File: config.mk
export PLATFORM = sky130hd
export DESIGN_NAME = alu_issue
export DESIGN_NICKNAME = d
export VERILOG_FILES = /design/src/rtl/alu_issue.sv
export SDC_FILE = /design/constraint.sdc
export NUM_CORES = 1
export LEC_CHECK = 0
export BUFFER_PORTS_ARGS = -buffer_cell sky130_fd_sc_hd__buf_4
export CAP_MARGIN = 30
export CELL_PAD_IN_SITES_DETAIL_PLACEMENT = 1
export CELL_PAD_IN_SITES_GLOBAL_PLACEMENT = 1
export CORE_ASPECT_RATIO = 1.25
export CORE_UTILIZATION = 53
export CTS_BUF_LIST = sky130_fd_sc_hd__clkbuf_4 sky130_fd_sc_hd__clkbuf_8 sky130_fd_sc_hd__clkbuf_16
export DETAILED_ROUTE_END_ITERATION = 8
export GPL_TIMING_DRIVEN = 0
export PLACE_DENSITY_LB_ADDON = 0.2
export SYNTH_ARGS = -nofsm -noshare
export SYNTH_HDL_FRONTEND = slang
export SYNTH_SLANG_ARGS = --single-unit
File: constraint.sdc
create_clock -name clk -period 3.26 [get_ports clk]
set_clock_uncertainty 0.15 [all_clocks]
set_input_delay 0.163 -clock clk [delete_from_list [all_inputs] [get_ports clk]]
set_output_delay 0.163 -clock clk [all_outputs]
set_load 0.005 [all_outputs]
File: src/rtl/alu_issue.sv
// Issue stage feeding a combinational ALU: register file, operand bypass, write-back, divide-by-zero fault.
// Optional: define ALU_ISSUE_R0_ZERO_EN to hard-wire register 0 to zero.
module alu_issue #(
  parameter int unsigned NREGS  = 16,
  parameter logic [4:0]  OP_DIV = 5'd6
) (
  input  logic        clk,
  input  logic        rst_n,
  input  logic [31:0] inst,
  input  logic        inst_valid,
  output logic        inst_ready,
  output logic [31:0] val1,
  output logic [31:0] val2,
  output logic [4:0]  aluop,
  output logic        is_alu_op,
  input  logic [31:0] alu_result,
  output logic        fault,
  input  logic        fault_clr,
  input  logic [3:0]  dbg_addr,
  output logic [31:0] dbg_data
);

  typedef enum logic [0:0] {
    ST_RUN   = 1'b0,
    ST_FAULT = 1'b1
  } state_t;

  state_t      state_q, state_d;
  logic        fault_q, fault_d;
  logic [31:0] rf_q [NREGS];
  logic [31:0] val1_q, val1_d;
  logic [31:0] val2_q, val2_d;
  logic [4:0]  aluop_q, aluop_d;
  logic        is_alu_op_q;
  logic        wb_v_q;
  logic [3:0]  wb_rd_q, wb_rd_d;

  logic [4:0]  op_s;
  logic        imm_form_s;
  logic [3:0]  rd_s, rs1_s, rs2_s;
  logic [15:0] imm_s;
  logic [31:0] rf_rd1_s, rf_rd2_s;
  logic        byp1_s, byp2_s;
  logic [31:0] opnd1_s, opnd2_s;
  logic        accept_s, div0_s, wb_we_s;

  assign op_s       = inst[31:27];
  assign imm_form_s = inst[26];
  assign rd_s       = inst[25:22];
  assign rs1_s      = inst[21:18];
  assign rs2_s      = inst[17:14];
  assign imm_s      = inst[15:0];

  assign inst_ready = (state_q == ST_RUN);
  assign accept_s   = inst_valid && inst_ready;

  // Register file reads, bypass selection and write enable
  always_comb begin
    rf_rd1_s = rf_q[rs1_s];
    rf_rd2_s = rf_q[rs2_s];
    byp1_s   = wb_v_q && (rs1_s == wb_rd_q);
    byp2_s   = wb_v_q && (rs2_s == wb_rd_q);
    wb_we_s  = wb_v_q;
    dbg_data = rf_q[dbg_addr];
`ifdef ALU_ISSUE_R0_ZERO_EN
    if (rs1_s == 4'd0) begin
      rf_rd1_s = 32'd0;
      byp1_s   = 1'b0;
    end else begin
      byp1_s   = byp1_s;
    end
    if (rs2_s == 4'd0) begin
      rf_rd2_s = 32'd0;
      byp2_s   = 1'b0;
    end else begin
      byp2_s   = byp2_s;
    end
    if (wb_rd_q == 4'd0) begin
      wb_we_s = 1'b0;
    end else begin
      wb_we_s = wb_v_q;
    end
    if (dbg_addr == 4'd0) begin
      dbg_data = 32'd0;
    end else begin
      dbg_data = rf_q[dbg_addr];
    end
`endif
  end

  // Operand selection; the in-flight result overrides a stale register value
  always_comb begin
    opnd1_s = byp1_s ? alu_result : rf_rd1_s;
    if (imm_form_s) begin
      opnd2_s = {16'd0, imm_s};
    end else if (byp2_s) begin
      opnd2_s = alu_result;
    end else begin
      opnd2_s = rf_rd2_s;
    end
    div0_s = accept_s && (op_s == OP_DIV) && (opnd2_s == 32'd0);
  end

  // Issue register next-state
  always_comb begin
    val1_d  = val1_q;
    val2_d  = val2_q;
    aluop_d = aluop_q;
    wb_rd_d = wb_rd_q;
    if (accept_s) begin
      val1_d  = opnd1_s;
      val2_d  = opnd2_s;
      aluop_d = op_s;
      wb_rd_d = rd_s;
    end else begin
      val1_d  = val1_q;
    end
  end

  // Fault FSM next-state
  always_comb begin
    state_d = state_q;
    fault_d = fault_q;
    case (state_q)
      ST_RUN: begin
        if (div0_s) begin
          state_d = ST_FAULT;
          fault_d = 1'b1;
        end else begin
          state_d = ST_RUN;
        end
      end
      ST_FAULT: begin
        if (fault_clr) begin
          state_d = ST_RUN;
          fault_d = 1'b0;
        end else begin
          state_d = ST_FAULT;
        end
      end
      default: begin
        state_d = ST_RUN;
        fault_d = 1'b0;
      end
    endcase
  end

  // Fault FSM state register
  always_ff @(posedge clk or negedge rst_n) begin
    if (!rst_n) begin
      state_q <= ST_RUN;
      fault_q <= 1'b0;
    end else begin
      state_q <= state_d;
      fault_q <= fault_d;
    end
  end

  // Issue and write-back pipeline registers
  always_ff @(posedge clk or negedge rst_n) begin
    if (!rst_n) begin
      val1_q      <= 32'd0;
      val2_q      <= 32'd0;
      aluop_q     <= 5'd0;
      is_alu_op_q <= 1'b0;
      wb_v_q      <= 1'b0;
      wb_rd_q     <= 4'd0;
    end else begin
      val1_q      <= val1_d;
      val2_q      <= val2_d;
      aluop_q     <= aluop_d;
      is_alu_op_q <= accept_s;
      wb_v_q      <= accept_s;
      wb_rd_q     <= wb_rd_d;
    end
  end

  // Register file write-back
  always_ff @(posedge clk or negedge rst_n) begin
    if (!rst_n) begin
      for (int i = 0; i < int'(NREGS); i++) begin
        rf_q[i] <= 32'd0;
      end
    end else if (wb_we_s) begin
      rf_q[wb_rd_q] <= alu_result;
    end
  end

  assign val1      = val1_q;
  assign val2      = val2_q;
  assign aluop     = aluop_q;
  assign is_alu_op = is_alu_op_q;
  assign fault     = fault_q;

endmodule
==> reports/results.txt <==
First-pass GRT wire length: 217 mm
Type of the worst setup path: flip-flop to flip-flop
Area leader, netlist: dfrtp_1
RSZ-0062 raised after global routing: yes
Clock root buffer master: clkbuf_16
Failing checks: setup timing
CP max stage delay: 0.81 ns
Syn Nets: 2,413
PnR worst setup slack: -0.126 ns
Die area: 0.0651 mm²
Design Area, Final: 0.0410 mm²
Most frequent cell after synthesis: dfrtp_1
TritonCTS clock tree: built
Max IR drop VDD: 0.000451 V
Largest family of logic cells by synthesized area: multiplexers
R2R setup slack: -0.13 ns
Cell Area, Placed: 0.0376 mm²
Met1 WL: 49.3 mm
Routed vias/inst: 7.62
Met2 WL post-DR: 68.9 mm
Metal3 WL: 19.3 mm
Share of cells above drive strength 1: 0.478
Xor and xnor area share after synthesis: 0.00206
Reg2reg start: wb_v_q$_DFF_PN0_
Most area-consuming cells after synthesis: dfrtp_1 43%, mux4_2 30%, mux2_2 14%
Clk buf depth: 3
Worst R2R End: rf_q[239]$_DFFE_PN0P_
Ys flop type: dfrtp_1
Highest Signal Layer: met5
Pwr/cell area: 738 mW/mm²
Slowest cell on the critical path: clkbuf_1
Crit path time final: 3.39 ns
Sequential area share after synthesis: 0.433
Boundary Pins: 176
Clock Sinks: 588
HPWL after DPL: 103 mm
Ys async rst share: 1.00
Clock Latency Late Sink: 0.65 ns
Static leakage: 16.9 nW
Die Y: 285 µm
Final Max Slew Viols: 0
Number of synthesized register bits: 588
Launch point of the worst path: wb_v_q$_DFF_PN0_
Crit path DAT: 3.75 ns
Post-DR wirelength/cell: 42.1 µm
Post-route ant nets: 0
Synth Area in Compound Gates: 0.0476
Mux share of post-synthesis cell area: 0.447
Initial Util: 0.537
Cell Chain, Critical Path: nor2b_1 -> nor2b_1 -> nand3b_1 -> clkbuf_1 -> clkbuf_1 -> nand2_1 -> o21ai_0
Nets: 2,804
Area delta synth->final: 20.8%
Final period util: 1.04
Drt first-iter violations: 3,993
Outcome: finished, violations left
Post-synth EDFFs: 0
Via count: 27,600
Crit-path max FO: 10
Crit path to: rf_q[239]$_DFFE_PN0P_
Die W: 228 µm
Worst R2R Path Depth: 7
Critical Path Source Type: flip-flop
Drt pass-1 iters: 8
Yosys warning count: 0
Largest net degree at the start of global routing: 122
Synth top cells by count: 588 x dfrtp_1, 449 x mux4_2, 420 x mux2_2, 235 x nand2_1, 182 x clkbuf_1
Slew HR: 0.209
Syn avg cell area: 14.5 µm²
Syn Inst Count: 2,341
Total routed wirelength: 152 mm
Initial antenna violation count: 6
RD Place Congestion: 1.00
Vias in the first global route: 29,600
Post-place setup slack: -1.37 ns
Worst min-delay path category: primary input to async pin
Core region area: 0.0633 mm²
Post-Synth Adder-Cell Area: 0
GR Util All Layers: 0.475
CP Capture Type: flip-flop
Grt ovf: 0
Worst Tran Pin Value: 1.19 ns
Post-synth top area share: 0.433
Reg clk slew, reported paths: 0.07 ns
Synth Cell Area: 0.0340 mm²
IO Port Bufs: 154
Final hold viol count: 0
Residual DRC: 0
Library cells used by synthesis: 45
CP Data Required Time: 3.63 ns
Endpoints failing setup: 34
Fmax: 0.295 GHz
Max-Cap Viols: 0
H-tree Lvls: 3
Simple-gate share of the synthesized area: 0.0370
Std-Cell Rows: 103
Clock buffer count from CTS: 66
Setup TNS: -1.33 ns
-- timing repair --
| action | 4_1_cts | 5_1_grt |
|---|---|---|
| pin swaps | 3 | 2 |
| hold endpoints to repair | 683 | 0 |
| setup buffers | 3 | 0 |
| endpoints found under the setup margin | 11 | 20 |
| hold buffers | 56 | 0 |
| gates cloned | 0 | 0 |
| resized for setup | 31 | 22 |
-- worst min-delay path by stage --
| stage | slack, ns | to | from | depth (start not counted) |
|---|---|---|---|---|
| after global routing | 0.1 | val1[10]$_DFFE_PN0P_ | rst_n | 3 |
| final | 0.05 | val1[10]$_DFFE_PN0P_ | rst_n | 3 |
| after detailed placement | 0.002 | val1[10]$_DFFE_PN0P_ | rst_n | 1 |
| after floorplan | -0.28 | aluop[0]$_DFFE_PN0P_ | rst_n | 0 |
| after global placement | 0.21 | fault$_DFFE_PN0P_ | fault_clr | 2 |
| after CTS | 0.07 | val2[11]$_DFFE_PN0P_ | inst[11] | 5 |
-- per-stage QoR --
step                power (W)  hold WS, ns  cells   util
floorplan              0.0177       -0.283   2341      -
global placement       0.0204        0.214   3335  0.572
detailed placement     0.0213      0.00235   3423  0.594
CTS                    0.0297       0.0733   3598  0.642
global route           0.0311       0.0953   3621  0.648
finish                 0.0303       0.0509   3622  0.648
-- registers in the layout, indices dropped and copies added (netlist names) --
name     cells
val1        32
aluop        5
state_q      1
wb_rd_q      4
wb_v_q       1
fault        1
val2        32
rf_q       512
-- logic make-up after synthesis --
logic type / Yosys count
buffers and inverters: 268
xor gates and xnor gates: 8
and+or+nand+nor: 302
muxes: 904
DFF: 588
AOI/OAI and AO/OA: 271
-- worst max-delay path, delay by kind of cell (launching register included) --
kind                   cells  cell delay (ns)
buffers and inverters      2             1.60
AND/OR/NAND/NOR            4             0.79
flip-flops                 1             0.55
AO/OA/AOI/OAI              1             0.16
-- cells in the final DEF, fill, tap and decap left out, drive strengths merged, types with 15 or more instances in the layout --
| cell | Yosys | layout |
|---|---|---|
| buf | 67 | 331 |
| dfrtp | 588 | 588 |
| clkinv | 1 | 16 |
| inv | 18 | 20 |
| nand2 | 235 | 235 |
| mux2i | 35 | 35 |
| a22oi | 41 | 41 |
| nor2 | 23 | 23 |
| clkbuf | 182 | 278 |
| a21oi | 31 | 31 |
| dlygate4sd3 | 0 | 55 |
| o21ai | 154 | 154 |
| mux2 | 420 | 420 |
| o41ai | 15 | 15 |
| mux4 | 449 | 449 |
-- power by group --
group	switching, W	leakage, nW	internal (W)
Combinational	0.00391	8.49	0.00574
Sequential	0.00267	7.27	0.00973
Clock	0.00330	1.18	0.00492
Total	0.00988	16.9	0.0204
-- layer usage --
metal  global-route usage  vias up
met4                0.401        4
met5                    0        -
met1                0.562    14300
met3                0.164      886
li1                     -     9935
met2                0.701     2499
-- area by class of cell --
cell class	instances	area, µm²
fill	5744	22300
multi-input combinational	1485	18300
sequential	588	14700
timing repair buffer	324	3510
clock buffer	92	2000
buffer	248	1070
tap	840	1050
clock inverter	25	333
inverter	19	71.3
antenna	1	2.50
Power figures use the tool's default switching activity.
